[config.mk]
export PLATFORM = sky130hd
export DESIGN_NAME = click_channel_arbiter
export DESIGN_NICKNAME = d
export VERILOG_FILES = /design/src/rtl/click_arb_pkg.sv /design/src/rtl/click_sync2.sv /design/src/rtl/click_channel_arbiter.sv
export SDC_FILE = /design/constraint.sdc
export NUM_CORES = 1
export LEC_CHECK = 0
export CAP_MARGIN = 20
export CORE_ASPECT_RATIO = 1.2
export CORE_MARGIN = 3
export CORE_UTILIZATION = 42
export DETAILED_ROUTE_END_ITERATION = 10
export PLACE_DENSITY = 0.77
export REMOVE_ABC_BUFFERS = 1
export SETUP_SLACK_MARGIN = 0.4
export SYNTH_ARGS = -nofsm -noshare
export SYNTH_HDL_FRONTEND = slang
export SYNTH_SLANG_ARGS = --single-unit
[constraint.sdc]
create_clock -name clk -period 3.65 [get_ports clk]
set_input_delay 0.5475 -clock clk [delete_from_list [all_inputs] [get_ports clk]]
set_output_delay 0.5475 -clock clk [all_outputs]
set_load 0.005 [all_outputs]
[src/rtl/click_arb_pkg.sv]
// Shared types and the round-robin pick helper for click_channel_arbiter.
package click_arb_pkg;

  typedef enum logic [1:0] {IDLE, R_HI, L_LO, R_LO} arb_state_e;

  localparam int DEF_DATA_W = 8;
  localparam int DEF_CNT_W  = 16;
  localparam int MAX_CH     = 16;
  localparam int PICK_W     = 4;

  typedef struct packed {
    logic              vld;
    logic [PICK_W-1:0] idx;
  } rr_pick_t;

  // First set bit at or above ptr, wrapping at n; ptr < n keeps ptr+k below 2n.
  function automatic rr_pick_t rr_pick(input logic [MAX_CH-1:0] req,
                                       input logic [PICK_W-1:0] ptr,
                                       input int n);
    rr_pick_t r;
    int j;
    r = '0;
    for (int k = 0; k < MAX_CH; k++) begin
      if (k < n) begin
        j = int'(ptr) + k;
        if (j >= n) j = j - n;
        if (!r.vld && req[j]) begin
          r.vld = 1'b1;
          r.idx = PICK_W'(j);
        end
      end
    end
    return r;
  endfunction

endpackage

[src/rtl/click_sync2.sv]
// Two-flop synchronizer, resets to 0. Used only when CLICK_ARB_SYNC_EN is defined.
module click_sync2 #(
  parameter int W = 1
) (
  input  logic         clk,
  input  logic         rst_n,
  input  logic [W-1:0] d,
  output logic [W-1:0] q
);

  logic [1:0][W-1:0] pipe;

  always_ff @(posedge clk or negedge rst_n) begin
    if (!rst_n) pipe <= '0;
    else        pipe <= {pipe[0], d};
  end

  assign q = pipe[1];

endmodule

[src/rtl/click_channel_arbiter.sv]
// Round-robin four-phase arbiter sharing one downstream click channel among N_CH requesters.
// Optional CLICK_ARB_SYNC_EN puts Lreq and Rack through 2-flop synchronizers.
module click_channel_arbiter
  import click_arb_pkg::*;
#(
  parameter int N_CH   = 4,
  parameter int DATA_W = DEF_DATA_W,
  parameter int CNT_W  = DEF_CNT_W
) (
  input  logic                     clk,
  input  logic                     rst_n,
  input  logic [N_CH-1:0]          Lreq,
  output logic [N_CH-1:0]          Lack,
  input  logic [N_CH*DATA_W-1:0]   Ldata,
  output logic                     Rreq,
  input  logic                     Rack,
  output logic [DATA_W-1:0]        Rdata,
  output logic [$clog2(N_CH)-1:0]  grant_idx,
  output logic                     busy,
  output logic [CNT_W-1:0]         xfer_cnt
);

  localparam int IDX_W = $clog2(N_CH);

  logic [N_CH-1:0] lreq_s;
  logic            rack_s;

`ifdef CLICK_ARB_SYNC_EN
  click_sync2 #(.W(N_CH + 1)) u_sync (
    .clk   (clk),
    .rst_n (rst_n),
    .d     ({Rack, Lreq}),
    .q     ({rack_s, lreq_s})
  );
`else
  assign lreq_s = Lreq;
  assign rack_s = Rack;
`endif

  arb_state_e       st;
  logic [IDX_W-1:0] ptr;
  rr_pick_t         pick;
  logic [IDX_W-1:0] pick_idx;
  logic [DATA_W-1:0] pick_data;

  always_comb begin
    pick      = rr_pick(MAX_CH'(lreq_s), PICK_W'(ptr), N_CH);
    pick_idx  = IDX_W'(pick.idx);
    pick_data = Ldata[int'(pick_idx)*DATA_W +: DATA_W];
  end

  always_ff @(posedge clk or negedge rst_n) begin
    if (!rst_n) begin
      st        <= IDLE;
      Lack      <= '0;
      Rreq      <= 1'b0;
      Rdata     <= '0;
      grant_idx <= '0;
      ptr       <= '0;
      xfer_cnt  <= '0;
    end else begin
      case (st)
        // A stray Rack still high from a previous cycle blocks any new grant.
        IDLE: if (!rack_s && pick.vld) begin
          Rdata     <= pick_data;
          grant_idx <= pick_idx;
          Rreq      <= 1'b1;
          st        <= R_HI;
        end
        R_HI: if (rack_s) begin
          Lack[grant_idx] <= 1'b1;
          st              <= L_LO;
        end
        L_LO: if (!lreq_s[grant_idx]) begin
          Rreq <= 1'b0;
          st   <= R_LO;
        end
        R_LO: if (!rack_s) begin
          Lack     <= '0;
          ptr      <= (grant_idx == IDX_W'(N_CH - 1)) ? '0 : grant_idx + 1'b1;
          xfer_cnt <= xfer_cnt + 1'b1;
          st       <= IDLE;
        end
        default: st <= IDLE;
      endcase
    end
  end

  assign busy = (st != IDLE);

endmodule

**After elaboration in Yosys (flattened, before gate mapping)**

Cells that the tools add are included.
W data, S select, Z words.

- Input port bits: 39
- Register bits after elaboration: 35
- Word-level logic and storage cells: 91

- $lt $le $gt $ge: 10
- Shift-type cells: 1
- $add $sub $neg: 9
- Bitwise gates (word level): 2
- Mux-type cells: 36
- Equal/unequal tests: 8
- Reductions and logical operators: 18

Operator list:

| kind | number |
|---|---|
| $lt A32 B6 Y1 const B | 4 |
| $mux W32 | 4 |
| $shiftx A32 B6 Y8 | 1 |
| $mux W5 | 4 |
| $add A16 B1 Y16 const B | 1 |
| $bmux W1 S4 | 4 |
| $mux W1 | 12 |
| $sub A3 B3 Y4 const B | 3 |
| $mux W2 | 5 |
| $ge A3 B3 Y1 const B | 3 |
| $mux W4 | 2 |
| $ne A2 B2 Y1 const B | 4 |
| $pmux W2 S4 | 1 |
| $pmux W4 S2 | 1 |
| $add A2 B2 Y3 const B | 2 |
| $eq A2 B2 Y1 const B | 3 |
| $reduce_and A3 Y1 | 2 |
| $reduce_bool A2 Y1 | 3 |
| $logic_and A1 B1 Y1 | 5 |
| $logic_not A1 Y1 | 4 |
| $or A4 B4 Y4 | 1 |
| $reduce_and A2 Y1 | 2 |
| $reduce_and A4 Y1 | 1 |
| $sub A2 B3 Y4 const B | 1 |
| 11 further kinds | 11 |

**Longest topological paths before layout**

Gate-level depths: netlist (run 1).

- Depth in word-level cells: 18
- Gate-level depth with buffers: 12
- Depth with buffers taken out: 8

**Worst setup path after synthesis (run 1)**

OpenSTA, ideal clock, no wires.

- Kind: register -> register
- Start: register ptr[0]
- End: register Rdata[1]
- Arrival time: 3290 ps
- Clock period less this slack: 3414 ps
- Slack: 236 ps
- Data required time: 3525 ps
- Buffers on the path: 2
- Library setup time: 125 ps
- Stages on the path, launching flop included: 11
- Path through: dfrtp_1 -> buf_6 -> inv_1 -> ha_1 -> bufbuf_16 -> a21bo_2 -> a2bb2oi_1 -> or4_4 -> a311oi_4 -> mux4_1 -> mux2_2

- Word-level cells in the longest chain between the ends: 17
- Elaborated cells on any way between the ends: 40

RTL lines:

| element | line | source |
|---|---|---|
| start, declared | click_channel_arbiter.sv:41 | `logic [IDX_W-1:0] ptr;` |
| start signal, assigned | click_channel_arbiter.sv:80 | `ptr <= (grant_idx == IDX_W'(N_CH - 1)) ? '0 : grant_idx + 1'b1;` |
| branches (longest 14 deep; another with $sub A3 B3 Y4) | n/a |  |
| $mux W5 * | click_arb_pkg.sv:27 | `if (!r.vld && req[j]) begin` |
| branches (longest 2 deep; another with $shiftx A32 B6 Y8) | n/a |  |
| end signal, assigned | click_channel_arbiter.sv:65 | `Rdata <= pick_data;` |
| end, declared | click_channel_arbiter.sv:17 | `output logic [DATA_W-1:0] Rdata,` |

Every way passes the cells marked *. The select of a mux whose other input is x is not followed.
A chain may end at the register's enable or synchronous reset.

**Final worst setup path (run 1)**

- Start: register ptr[0]
- End: register Rdata[5]

The elaborated chain is that of the path after synthesis.

==> impl_metrics.toml, run 1 <==
[sta]
slew_headroom = 0.629
hold_violations = 0
fmax_mhz = 315
finalSetupViolations = 0
whs_ns = 0.470
worstMarginPinSlew_ns = 0.556
fin_crit_ns = 3.17
fin_tns_setup_ns = 0
rsz0062_at_grt = "false"
fin_worst_skew_ns = 0.00553
drv_slew = 0
min_period_over_period = 0.869

[finish]
mostFrequentLayoutCells = "clkdlybuf4s50_1, dfrtp_1, o21ai_0, nand2_1, ha_1"
area_growth_pct = 39.4
layout.nets = 315
final_common_cell = "clkdlybuf4s50_1"
layout-drive-gt1-share = 0.140
fin_area_um2 = 3030
finish.utilization = 0.609
antenna_cells = 0

[yosys]
syn_area_per_cell_um2 = 11.5
yosysSeqAreaShare = 0.403
yosysUniqueCellTypes = 43
ys_ff_latch = 35
synth_edf_count = 0
synth_area_leaders = "dfrtp_1, mux4_1, ha_1, mux2_2, xnor2_1"
async_reset_ff_frac = 1.00
ys_dominant_reg_cell = "dfrtp_1"
synthDominantCellAreaShare = 0.403
synthCells = 189
yosys.area_share.adder = 0.0748
synthMuxAreaShare = 0.190
synth_top_family_by_area = "multiplexers"
yosysWarnings = 0
syn_area_um2 = 2170
synth-simple-area-share = 0.128
yosysTopAreaCell = "dfrtp_1"
synth_compound_area_frac = 0.0995
synthXorXnorAreaFrac = 0.0604

[clocking]
cts_buffers = 5
cts_tree = "done"
cts_hold_buf = 0
cts-htree-levels = 2
cts_sinks = 35
clkTransAtPathRegs_ns = 0.07
insertion_delay_ns = 0.29
cts_buffer_depth = 2
cts-root-buf = "clkbuf_8"

[drt]
drt_iter0_drc = 86
finalWirelength_um = 4690
drc = 0
routedWlPerCell_um = 14.5
via_per_inst = 5.29
drt_pass1_iterations = 4
num_vias = 1713
ant_nets = 0

[place]
place_congestion = 0.834
dpl_cell_area_um2 = 2920
port_buffers = 70
dp_hpwl_um = 3620

[job]
maxCapViolCount = 0

[grt]
grt_first_pass_wirelength_um = 7960
track_usage = 0.165
grt_antenna_before_repair = 0
overflow = 0
grt_max_degree = 36
grt_pass1_vias = 1746

[worst_setup_path]
cp_max_fo = 10
crit_top_cell = "buf_6"
endpoint_kind = "flip-flop"
critical_path.top_delay_family = "simple AND/OR/NAND/NOR gates"
worst_ep_arrival_time_ns = 3.34
cp-start-kind = "flip-flop"
path_buf_inv = 2
path_cells = "buf_6, ha_1, or2b_2, and3_4, or4_4, a311oi_4, buf_6, mux4_1, mux2_2"
slowest_delay_ns = 0.55
crit_slowest_cell = "mux4_1"
cp.required_ns = 3.82
crit_type = "reg -> reg"

[die]
start_util = 0.437
core_area_um2 = 4970
die_x_um = 71.7
rows = 28
die-area_um2 = 6080
chipHeight_um = 84.8
io_pins = 71

[outcome]
status = "complete, no violations"

[min_path]
hp-class = "reg -> reg"

[power_and_ir_drop]
peakVddDrop_mv = 0.463
powerDensity_nw_per_um2 = 714
leakage_nw = 1.29
## cell usage after synthesis (2+ instances only)
cell and number:
xor2_1 4, a21oi_1 2, dfrtp_1 35, xnor2_1 11, o21ai_0 15, and3_1 4, nor2_1 9, nand4_1 4
nand3_1 5, nand2_1 15, mux2i_1 8, a31oi_1 4, mux2_2 10, nor3_1 3, clkbuf_1 6, inv_1 8
mux4_1 7, nor2b_1 2, ha_1 13
## registers in the layout (all words and copies together), names as in the netlist
name / cells
xfer_cnt: 16
Rdata: 8
Lack: 4
grant_idx: 2
ptr: 2
st: 2
Rreq: 1
## path summary, 6_finish.rpt
kind,from,endpoint,slack [ns],depth (start not counted)
max in group asynchronous,rst_n,ptr[1],2.62,2
min in group asynchronous,rst_n,xfer_cnt[14],0.68,2
hold / removal,xfer_cnt[15],xfer_cnt[15],0.47,1
setup / recovery,ptr[0],Rdata[5],0.48,9
hold reg to reg,xfer_cnt[15],xfer_cnt[15],0.47,1
setup reg to reg,ptr[0],Rdata[5],0.48,9
## through the flow
stage	setup slack (ns)	total power, mW	std cells
global route	0.401	2.33	324
floorplan	0.241	1.37	181
detailed placement	0.0944	1.86	316
finish	0.478	2.16	324
global placement	0.138	1.81	316
CTS	0.418	2.16	324
## cell families after synthesis
kind of cell / count (synthesis)
multiplexers: 27
AND/OR/NAND/NOR: 52
AO/OA/AOI/OAI: 31
adder cells (fa/ha/maj): 13
flip-flops: 35
XOR/XNOR: 15
buffers and inverters: 16
## area by class of cell
type,count,area [um^2]
timing repair buffer,75,748
tap,60,75.1
fill,426,1940
sequential,35,877
inverter,8,30.0
clock inverter,2,12.5
clock buffer,6,72.6
multi-input combinational,138,1210
## power by group
group	switching (mW)	internal (mW)	total (mW)
Sequential	0.121	0.522	0.643
Clock	0.142	0.133	0.276
Combinational	0.510	0.735	1.24
## metal layers
layer,GRT usage,up-vias,wire [um]
li1,-,831,-
met1,0.194,807,1910
met2,0.278,63,2270
met3,0.0474,12,376
met4,0.0718,0,128
met5,0,-,0
## what timing repair did
action | 4_1_cts | 5_1_grt
setup buffers | 0 | 0
endpoints found under the setup margin | 7 | 7
pin swaps | 0 | 1
resized for setup | 3 | 5
Power figures use the tool's default switching activity.
==> inputs of run 2 (changes only) <==
- CORE_MARGIN: 3 -> 4
==> impl_metrics.toml, run 2 (same netlist as run 1, synthesis figures left out) <==
[sta]
hold_violations = 0
worstMarginPinSlew_ns = 0.777
fmax_mhz = 317
slew_headroom = 0.482
fin_tns_setup_ns = 0
fin_worst_skew_ns = 0.00434
finalSetupViolations = 0
whs_ns = 0.331
min_period_over_period = 0.864
rsz0062_at_grt = "false"
drv_slew = 0
fin_crit_ns = 3.15

[die]
chipHeight_um = 86.8
start_util = 0.437
io_pins = 71
rows = 28
core_area_um2 = 4970
die_x_um = 73.7
die-area_um2 = 6400

[grt]
track_usage = 0.158
grt_pass1_vias = 1711
grt_first_pass_wirelength_um = 7800
grt_antenna_before_repair = 0
overflow = 0
grt_max_degree = 36

[power_and_ir_drop]
p_total_mw = 2.34
share_seq_of_total_power = 0.275
peakVddDrop_mv = 0.421
powerDensity_nw_per_um2 = 757
leakage_nw = 1.33
combinationalPowerShare = 0.548
internal_power_mw = 1.56
pwr-share-clk = 0.177
swShare = 0.334
switchingPower_uw = 783

[worst_setup_path]
r2r_start = "ptr[0]"
r2r_cells = 9
slowest_delay_ns = 0.57
worst_ep_arrival_time_ns = 3.33
crit_slowest_cell = "or4_4"
rrSetupSlack_ns = 0.54
rr_endpoint = "Rdata[5]"
endpoint_kind = "flip-flop"
crit_type = "in -> reg"
path_cells = "clkdlybuf4s50_1, mux2i_2, nor3_1, or4_4, a311oi_4, buf_6, mux4_1, mux2_2"
cp-start-kind = "input port"
cp_max_fo = 5
path_buf_inv = 2
critical_path.top_delay_family = "multiplexers"
cp.required_ns = 3.83

[finish]
top_register = "xfer_cnt"
multi_input_area_um2 = 1220
reg_top3 = "xfer_cnt x16, Rdata x8, Lack x4"
area_growth_pct = 42.4
final_common_cell = "clkdlybuf4s50_1"
largest_reg_flops = 16
antenna_cells = 0
layout-drive-gt1-share = 0.150
mostFrequentLayoutCells = "clkdlybuf4s50_1, dfrtp_1, o21ai_0, nand2_1, ha_1"
layout.nets = 317
nFillCells = 424
register_area_um2 = 877

[drt]
via_per_inst = 5.31
drt_iter0_drc = 68
drt_pass1_iterations = 4
finalWirelength_um = 4770
ant_nets = 0
drc = 0
routedWlPerCell_um = 14.6
num_vias = 1731

[clocking]
cts_sinks = 35
cts_tree = "done"
cts_buffer_depth = 2
cts_buffers = 5
cts-htree-levels = 2
cts_hold_buf = 0
insertion_delay_ns = 0.29
clkTransAtPathRegs_ns = 0.07
cts-root-buf = "clkbuf_8"

[outcome]
status = "complete, no violations"

[place]
dp_hpwl_um = 3570
port_buffers = 70
place_congestion = 0.827

[job]
maxCapViolCount = 0

[min_path]
hp-class = "in -> async"
run 2: changes by cell type in the layout (fill, tap and decap cells not counted), sizes merged:
cell,change
bufinv,+2
clkdlybuf4s50,-1
buf,+3
clkinvlp,-1
clkinv,-1
run 2: timing repair:
| item | 4_1_cts | 5_1_grt |
|---|---|---|
| cloned | 0 | 1 |
| pin swaps | 0 | 1 |
| setup endpoints to repair | 7 | 7 |
| setup buffers | 0 | 1 |
| gates resized for setup | 3 | 8 |
run 2: per-stage QoR:
step | utilization | instance area [um^2] | instances | worst slack (ns)
2_1_floorplan | - | 2110 | 181 | 0.241
3_3_place_gp | 0.586 | 2920 | 316 | 0.149
3_5_place_dp | 0.586 | 2920 | 316 | 0.0775
4_1_cts | 0.614 | 3060 | 324 | 0.409
5_1_grt | 0.622 | 3100 | 326 | 0.414
6_report | 0.622 | 3100 | 326 | 0.496
run 2: final cells by class:
| type | instances | share of cell area |
|---|---|---|
| Multi-Input combinational cell | 138 | 0.395 |
| Sequential cell | 35 | 0.283 |
| Timing Repair Buffer | 77 | 0.245 |
| Tap cell | 60 | 0.0242 |
| Clock buffer | 6 | 0.0234 |
| Clock inverter | 2 | 0.0194 |
| Inverter | 8 | 0.00970 |
run 2: power by group through the flow:
stage,registers [mW],clock network [mW],logic (mW)
after global placement,0.643,0,1.18
final,0.644,0.415,1.29
after detailed placement,0.650,0,1.21
after CTS,0.646,0.421,1.22
after global routing,0.664,0.445,1.41
after floorplan,0.647,0,0.721
run 2: per-layer routing:
| metal | track usage | wire [um] | vias up |
|---|---|---|---|
| li1 | - | - | 837 |
| met1 | 0.187 | 1940 | 825 |
| met2 | 0.265 | 2380 | 63 |
| met3 | 0.0580 | 373 | 6 |
| met4 | 0.0494 | 76 | 0 |
| met5 | 0 | 0 | - |
run 2: worst max path at each step:
stage | from | to | slack [ns] | cells past startpoint
final | Lreq[1] | Rdata[5] | 0.50 | 8
after global routing | Lreq[1] | Rdata[5] | 0.41 | 8
after CTS | Lreq[3] | Rdata[4] | 0.41 | 8
after detailed placement | Lreq[3] | Rdata[4] | 0.08 | 8
after global placement | Lreq[3] | Rdata[4] | 0.15 | 8
after floorplan | ptr[0] | Rdata[0] | 0.24 | 8
